[config.mk]
export PLATFORM = sky130hd
export DESIGN_NAME = branch_resolve
export DESIGN_NICKNAME = d
export VERILOG_FILES = /design/src/rtl/cr16_cond_pkg.sv /design/src/rtl/cond_eval.sv /design/src/rtl/branch_resolve.sv
export SDC_FILE = /design/constraint.sdc
export NUM_CORES = 1
export LEC_CHECK = 0
export BUFFER_PORTS_ARGS = -buffer_cell sky130_fd_sc_hd__buf_2
export CAP_MARGIN = 15
export CORE_AREA = 5 5 102 104
export CTS_BUF_LIST = sky130_fd_sc_hd__clkbuf_2 sky130_fd_sc_hd__clkbuf_4 sky130_fd_sc_hd__clkbuf_8
export CTS_CLUSTER_SIZE = 20
export DETAILED_ROUTE_END_ITERATION = 6
export DIE_AREA = 0 0 107 109
export GPL_TIMING_DRIVEN = 0
export PLACE_DENSITY = 0.5
export REMOVE_ABC_BUFFERS = 1
export SETUP_SLACK_MARGIN = 0.02
export SYNTH_ARGS = -nofsm -noshare
export SYNTH_HDL_FRONTEND = slang
export SYNTH_SLANG_ARGS = --single-unit
[constraint.sdc]
create_clock -name CLK -period 4.4 [get_ports CLK]
set_clock_uncertainty 0.2 [all_clocks]
set_input_delay 0.66 -clock CLK [delete_from_list [all_inputs] [get_ports CLK]]
set_output_delay 0.66 -clock CLK [all_outputs]
set_load 0.02 [all_outputs]
[src/rtl/cr16_cond_pkg.sv]
// Shared condition-code, flag-index and FSM-state definitions for the CR16
// branch path. Also used by the conditional-move logic.
package cr16_cond_pkg;

  // 4-bit condition codes
  localparam logic [3:0] CC_EQ = 4'h0;
  localparam logic [3:0] CC_NE = 4'h1;
  localparam logic [3:0] CC_CS = 4'h2;
  localparam logic [3:0] CC_CC = 4'h3;
  localparam logic [3:0] CC_HI = 4'h4;
  localparam logic [3:0] CC_LS = 4'h5;
  localparam logic [3:0] CC_GT = 4'h6;
  localparam logic [3:0] CC_LE = 4'h7;
  localparam logic [3:0] CC_FS = 4'h8;
  localparam logic [3:0] CC_FC = 4'h9;
  localparam logic [3:0] CC_LO = 4'hA;
  localparam logic [3:0] CC_HS = 4'hB;
  localparam logic [3:0] CC_LT = 4'hC;
  localparam logic [3:0] CC_GE = 4'hD;
  localparam logic [3:0] CC_UC = 4'hE;
  localparam logic [3:0] CC_NV = 4'hF;

  // PSR flag bit positions (FLCNZ)
  localparam int FLAG_F = 4;
  localparam int FLAG_L = 3;
  localparam int FLAG_C = 2;
  localparam int FLAG_N = 1;
  localparam int FLAG_Z = 0;

  typedef enum logic [1:0] {
    ST_IDLE = 2'd0,
    ST_EVAL = 2'd1,
    ST_RESP = 2'd2
  } br_state_t;

endpackage

[src/rtl/cond_eval.sv]
// Combinational condition evaluator: (cond, flags) -> taken.
module cond_eval
  import cr16_cond_pkg::*;
(
  input  logic [3:0] cond,
  input  logic [4:0] flags,
  output logic       taken
);

  logic f, l, c, n, z;
  assign f = flags[FLAG_F];
  assign l = flags[FLAG_L];
  assign c = flags[FLAG_C];
  assign n = flags[FLAG_N];
  assign z = flags[FLAG_Z];

  // Decode condition code against the flag bits
  always_comb begin
    taken = 1'b0;
    case (cond)
      CC_EQ: taken = z;
      CC_NE: taken = ~z;
      CC_CS: taken = c;
      CC_CC: taken = ~c;
      CC_HI: taken = l;
      CC_LS: taken = ~l;
      CC_GT: taken = n;
      CC_LE: taken = ~n;
      CC_FS: taken = f;
      CC_FC: taken = ~f;
      CC_LO: taken = ~l & ~z;
      CC_HS: taken = l | z;
      CC_LT: taken = ~n & ~z;
      CC_GE: taken = n | z;
      CC_UC: taken = 1'b1;
      default: taken = 1'b0;
    endcase
  end

endmodule

[src/rtl/branch_resolve.sv]
// Branch resolution unit: captures a branch request from decode, waits for
// any in-flight PSR update, evaluates the condition once, and hands the
// registered taken/target result to fetch over valid/ready.
// Optional feature: define BRANCH_STATS_EN to build the saturating
// taken-branch counter on taken_cnt (tied to zero otherwise).
module branch_resolve
  import cr16_cond_pkg::*;
#(
  parameter int PC_W   = 16,
  parameter int DISP_W = 9
) (
  input  logic              CLK,
  input  logic              RESET,
  input  logic              br_valid,
  output logic              br_ready,
  input  logic [3:0]        br_cond,
  input  logic [PC_W-1:0]   br_pc,
  input  logic [DISP_W-1:0] br_disp,
  input  logic [4:0]        flag_in,
  input  logic              flag_pending,
  output logic              res_valid,
  input  logic              res_ready,
  output logic              res_taken,
  output logic [PC_W-1:0]   res_target,
  output logic [15:0]       taken_cnt
);

  typedef struct packed {
    logic [3:0]        cond;
    logic [PC_W-1:0]   pc;
    logic [DISP_W-1:0] disp;
  } br_req_t;

  br_state_t state;
  br_req_t   req;

  logic            eval_taken;
  logic [PC_W-1:0] disp_off;
  logic [PC_W-1:0] tgt_taken;
  logic [PC_W-1:0] tgt_seq;

  cond_eval u_cond_eval (
    .cond  (req.cond),
    .flags (flag_in),
    .taken (eval_taken)
  );

  // Halfword displacement: sign-extend and shift left by one
  assign disp_off  = {{(PC_W-DISP_W-1){req.disp[DISP_W-1]}}, req.disp, 1'b0};
  assign tgt_taken = req.pc + disp_off;
  assign tgt_seq   = req.pc + PC_W'(2);

  // Request/evaluate/respond FSM with registered handshake outputs
  always_ff @(posedge CLK) begin
    if (RESET) begin
      state      <= ST_IDLE;
      req        <= '0;
      br_ready   <= 1'b1;
      res_valid  <= 1'b0;
      res_taken  <= 1'b0;
      res_target <= '0;
    end else begin
      case (state)
        ST_IDLE: begin
          if (br_valid) begin
            req.cond <= br_cond;
            req.pc   <= br_pc;
            req.disp <= br_disp;
            br_ready <= 1'b0;
            state    <= ST_EVAL;
          end
        end
        ST_EVAL: begin
          // Flags are only trusted once no PSR write is in flight
          if (!flag_pending) begin
            res_taken  <= eval_taken;
            res_target <= eval_taken ? tgt_taken : tgt_seq;
            res_valid  <= 1'b1;
            state      <= ST_RESP;
          end
        end
        ST_RESP: begin
          if (res_ready) begin
            res_valid <= 1'b0;
            br_ready  <= 1'b1;
            state     <= ST_IDLE;
          end
        end
        default: begin
          state     <= ST_IDLE;
          br_ready  <= 1'b1;
          res_valid <= 1'b0;
        end
      endcase
    end
  end

`ifdef BRANCH_STATS_EN
  logic [15:0] cnt_q;

  // Count taken results on the consumer handshake, saturating at all-ones
  always_ff @(posedge CLK) begin
    if (RESET)
      cnt_q <= '0;
    else if (state == ST_RESP && res_ready && res_taken && cnt_q != 16'hFFFF)
      cnt_q <= cnt_q + 16'd1;
  end

  assign taken_cnt = cnt_q;
`else
  assign taken_cnt = 16'h0000;
`endif

endmodule

# [Word-level counts from Yosys, hierarchy flattened]
# Cells that the tools add are included.
[op_classes] addsub=2 mul=0 div=0 n_lt_le_gt_ge=0 eq_ne=19 n_shift=0 muxes=12 n_bitwise=12 n_reduce_logical=7
[op_table] op="equality test 4 bit (second input constant)" n=7
[op_table] op="adder 16 bit" n=1
[op_table] op="adder 16 x 2 -> 16 bit (second input constant)" n=1
[op_table] op="equality test 4 x 3 -> 1 bit (second input constant)" n=4
[op_table] op="two-way mux 16 bit" n=1
[op_table] op="one-hot mux 1 bit (15 select lines)" n=1
[op_table] op="AND reduction 3 bit" n=3
[op_table] op="equality test 4 x 2 -> 1 bit (second input constant)" n=2
[op_table] op="NOT 1 bit" n=8
[op_table] op="two-way mux 2 bit" n=3
[op_table] op="inequality test 2 bit (second input constant)" n=3
[op_table] op="one-hot mux 1 bit (3 select lines)" n=2
[op_table] op="one-hot mux 2 bit (3 select lines)" n=1
[op_table] op="equality test 4 x 1 -> 1 bit (second input constant)" n=1
[op_table] op="logical NOT 4 bit" n=1
[op_table] op="two-way mux 1 bit" n=4
[op_table] op="AND reduction 2 bit" n=2
[op_table] op="bitwise AND 1 bit" n=2
[op_table] op="equality test 2 x 1 -> 1 bit (second input constant)" n=1
[op_table] op="equality test 2 bit (second input constant)" n=1
[op_table] op="logical NOT 2 bit" n=1
[op_table] op="OR 1 bit" n=2
[totals] reg_bits=50 latchBits=0 ramBits=0 romBits=0 input_bits=39 out_inout_bits=35 word_cells=60 n_memories=0

# [Depth between registers and ports, before layout]
[depth] depth_word=4 ltp_mapped=16 ltp_nobuf=15

# [Modules after synthesis]
# A second synthesis with hierarchy kept.
[hier_totals] hier_cells=350 area_unflattened_um2=2787.7
[by_module_without_submodules] module="branch_resolve" n_inst=1 cells_each=325 area_per_inst_um2=2607.5 seq_area_each_um2=1001.0
[by_module_without_submodules] module="cond_eval" n_inst=1 cells_each=25 area_per_inst_um2=180.2 seq_area_each_um2=0.0

# [Worst setup path after synthesis]
# No wires, ideal clock.
[synth_path] path_kind="input to register" startpoint="in flag_in[4]" endpoint="reg res_target[13]" t_arrival_ns=3.444 slack_ns=0.670 stages=15 path_buffers=0 cell_sequence="and2b_1 > and2_4 > o311a_4 > nor3_2 > or2_2 > ha_1 > inv_1 > fa_1 > nor2b_1 > o31ai_2 > a31oi_1 > a41o_1 > nand2_1 > xor2_1 > a211oi_1"
[synth_via] elab_chain_len=3
[synth_lines] element="start, declared" line_no="branch_resolve.sv:19" source="input logic [4:0] flag_in,"
[synth_lines] element="NOT 1 bit" line_no="cond_eval.sv:30" source="CC_FC: taken = ~f;"
[synth_lines] element="one-hot mux 1 bit (15 select lines) (*)" line_no="cond_eval.sv:20" source="case (cond)"
[synth_lines] element="two-way mux 16 bit (*)" line_no="branch_resolve.sv:77" source="res_target <= eval_taken ? tgt_taken : tgt_seq;"
[synth_lines] element="end signal, assigned" line_no="branch_resolve.sv:77"
[synth_lines] element="end, declared" line_no="branch_resolve.sv:24" source="output logic [PC_W-1:0] res_target,"
# Every way passes the cells marked *; elsewhere a longest branch is shown, timed or not.
# A chain may end at the register's enable or synchronous reset.

# [Final worst setup path]
[layout_path] startpoint="reg, netlist name req[26]" endpoint="reg res_target[13]"
[layout_via] elab_chain_len=3 elab_cells_between_ends=17 classes_between="eq/ne (14); mux (2); reduce/logical (1)"
[layout_lines] element="equality test 4 bit, or another cell as far along" line_no="cond_eval.sv:20"
[layout_lines] element="one-hot mux 1 bit (15 select lines) (*)" line_no="cond_eval.sv:20"
[layout_lines] element="two-way mux 16 bit (*)" line_no="branch_resolve.sv:77"
# Marks and branches as above.

==> results.py <==
metrics = {
    "run_status": {
        "status": "finished clean",
    },
    "timing": {
        "setup_violations": 0,
        "max_freq_mhz": 244,
        "whs_ps": 255,
        "tightest_slew_ps": 899,
        "setup_tns_ps": 0,
        "fin_crit_sh_pct": 93.1,
        "rsz0062_at_grt": "no",
        "hold_violations": 0,
        "drv_slew": 0,
        "relSlewSlack_pct": 40.1,
        "period_needed_ps": 4100,
    },
    "setup_path": {
        "crit_type": "reg -> reg",
        "critical_path_arrival_ps": 4120,
        "cp-start-kind": "flip-flop",
        "critPathSlowestCell": "dfxtp_1",
        "crit_chain": "and2b_1 -> and2_4 -> o311a_4 -> nor3_4 -> or2_2 -> ha_1 -> inv_1 -> fa_1 -> nor2b_1 -> o31ai_2 -> a31oi_1 -> a41o_1 -> nand2_1 -> xor2_1 -> a211oi_1",
        "reg2reg_to": "res_target[13]$_SDFFE_PP0P_",
        "critPathMaxFanout": 12,
        "worst_ep_required_time_ps": 4420,
        "end_kind": "flip-flop",
        "r2r-start": "req[26]$_SDFFE_PP0P_",
        "r2r_cells": 15,
        "regToRegSetupSlack_ps": 300,
        "max_stage_delay_ps": 550,
    },
    "pwr": {
        "peakVddDrop_uv": 109,
        "power_mw": 0.970,
        "powerDensity_nw_per_um2": 304,
        "leakage_nw": 1.42,
    },
    "worst_hold_path": {
        "min_from": "res_target[10]$_SDFFE_PP0P_",
        "holdPathStages": 2,
        "min_to": "res_target[10]$_SDFFE_PP0P_",
        "hp-class": "reg -> reg",
    },
    "clock_network": {
        "numCtsBuffers": 5,
        "ctsHoldBuffers": 0,
        "clock_sinks": 50,
        "cts_tree": "built",
        "cts_buffer_depth": 2,
        "cts_setup_buffers": 0,
        "cts_resized": 0,
        "clk_latency_ps": 300,
        "cts_max_level": 2,
        "clk_pin_slew_ps": 100,
        "root_buffer": "clkbuf_8",
    },
    "place": {
        "numPortBuffers": 57,
        "gp_congestion": 0.755,
        "place_area_um2": 3090,
        "dpl.hpwl_um": 4840,
    },
    "route": {
        "dr.pass1.iters": 4,
        "drc": 0,
        "routed_wl_um": 6230,
        "vias": 2318,
        "vias_per_cell": 4.55,
        "first_iter_violations": 75,
        "wl_per_cell_um": 12.2,
        "ant_nets": 0,
    },
    "floorplan": {
        "ios": 74,
        "dieArea_um2": 11700,
        "start_util_pct": 29.1,
        "fp.dieH_um": 109,
        "rows": 36,
        "die_x_um": 107,
        "core_area_um2": 9460,
    },
    "cells_and_area": {
        "drive_gt1_share_pct": 19.9,
        "final_cell_mix": "nand2_1, buf_2, a21oi_1, dfxtp_1, conb_1",
        "num_antenna_cells": 0,
        "layout_commonest_cell": "nand2_1",
        "fill_cells": 1054,
        "final_core_util_pct": 33.7,
        "area_growth_pct": 15.7,
        "layout.nets": 449,
        "final_cell_area_um2": 3190,
    },
    "global_route": {
        "grt_max_degree": 51,
        "grt_pass1_wl_um": 10000,
        "overflow": 0,
        "first_global_vias": 2193,
        "grt_use_total_pct": 10.6,
        "antenna_found_initial": 0,
    },
    "synth": {
        "yosysUniqueCellTypes": 46,
        "synth_seq_cells": 50,
        "ys_seq_area_share_pct": 36.3,
        "yosys_warnings": 0,
        "syn_area_um2": 2760,
        "synth_edf_count": 0,
        "synthFlopType": "dfxtp_1",
        "syn_inst": 345,
        "async_flop_share_pct": 0,
        "syn_avg_cell_area_um2": 7.99,
    },
    "flow_run": {
        "maxCapViolations": 0,
    },
}
[flip-flops by register name, summed over array words and instances (netlist names)]
signal,cells
br_ready,1
disp_off,9
req,20
res_taken,1
res_target,16
res_valid,1
state,2
[Yosys cell counts, types with 2 or more instances]
| cell | instances | area share, % |
|---|---|---|
| or2_2 | 2 | 0.45 |
| dfxtp_1 | 50 | 36 |
| clkbuf_1 | 14 | 1.9 |
| a41o_1 | 2 | 0.73 |
| a21o_1 | 6 | 1.6 |
| nor3b_1 | 2 | 0.54 |
| nand3_1 | 3 | 0.54 |
| mux2i_1 | 5 | 1.8 |
| inv_1 | 8 | 1.1 |
| nand3b_1 | 2 | 0.54 |
| ha_1 | 14 | 6.4 |
| a211oi_1 | 6 | 1.6 |
| nand2b_1 | 5 | 1.1 |
| nand2_1 | 82 | 11 |
| xor2_1 | 4 | 1.3 |
| nor2_1 | 14 | 1.9 |
| a21oi_1 | 50 | 9.1 |
| nor3_1 | 5 | 0.91 |
| o21ai_0 | 8 | 1.5 |
| xnor2_1 | 7 | 2.2 |
| o21bai_1 | 2 | 0.54 |
| a31oi_1 | 4 | 0.91 |
| buf_4 | 17 | 4.6 |
| nor2b_1 | 8 | 1.8 |
| o21a_1 | 4 | 1.1 |
[layout make-up]
cell class | instances | area, um2 | area share [%]
clock buffer | 5 | 68.8 | 2.16
timing repair buffer | 60 | 323 | 10.1
clock inverter | 3 | 21.3 | 0.667
multi-input combinational | 270 | 1600 | 50.2
tap | 114 | 143 | 4.47
sequential | 50 | 1000 | 31.4
inverter | 8 | 30.0 | 0.942
[cells by family after synthesis]
| group | share of synthesized area, % |
|---|---|
| and+or+nand+nor | 21.0 |
| AOI/OAI and AO/OA | 21.5 |
| DFF | 36.3 |
| buffers and inverters | 8.03 |
| adders and majority gates | 7.08 |
| xor gates and xnor gates | 4.09 |
| muxes | 1.82 |
| other | 0.136 |
[layer usage]
metal	track usage [%]	vias to the layer above	wire [um]
li1	-	1241	-
met1	12.7	1028	2890
met2	18.8	42	2950
met3	2.55	7	296
met4	3.56	0	87
met5	0	-	0
[power by group]
part	internal [mW]	leakage (nW)	switching (mW)
combinational	0.0810	0.964	0.121
clock	0.112	0.0441	0.160
sequential	0.478	0.409	0.0187
[critical path, delay by kind of cell (launching register included)]
family	cells	cell delay (ps)
compound gates	5	1300
xor+xnor	1	140
fa+ha+maj	2	570
buf+inv	1	60
flops	1	550
simple gates	6	1180
[through the flow]
stage	instances	setup slack [ps]
5_1_grt	510	51.6
3_5_place_dp	502	-58.6
2_1_floorplan	328	670
4_1_cts	510	77.5
3_3_place_gp	499	-16.8
6_report	510	302
[how the worst max path moves through the flow]
stage | start | endpoint | slack (ps) | cells after the start
after CTS | req[26]$_SDFFE_PP0P_ | res_target[13]$_SDFFE_PP0P_ | 80 | 15
after detailed placement | flag_in[4] | res_target[13]$_SDFFE_PP0P_ | -60 | 16
after global placement | flag_in[4] | res_target[13]$_SDFFE_PP0P_ | -20 | 16
after global routing | req[26]$_SDFFE_PP0P_ | res_target[13]$_SDFFE_PP0P_ | 50 | 15
final | req[26]$_SDFFE_PP0P_ | res_target[13]$_SDFFE_PP0P_ | 300 | 15
after floorplan | flag_in[4] | res_target[13]$_SDFFE_PP0P_ | 670 | 15
No activity file was read; power rests on OpenSTA's default activity.
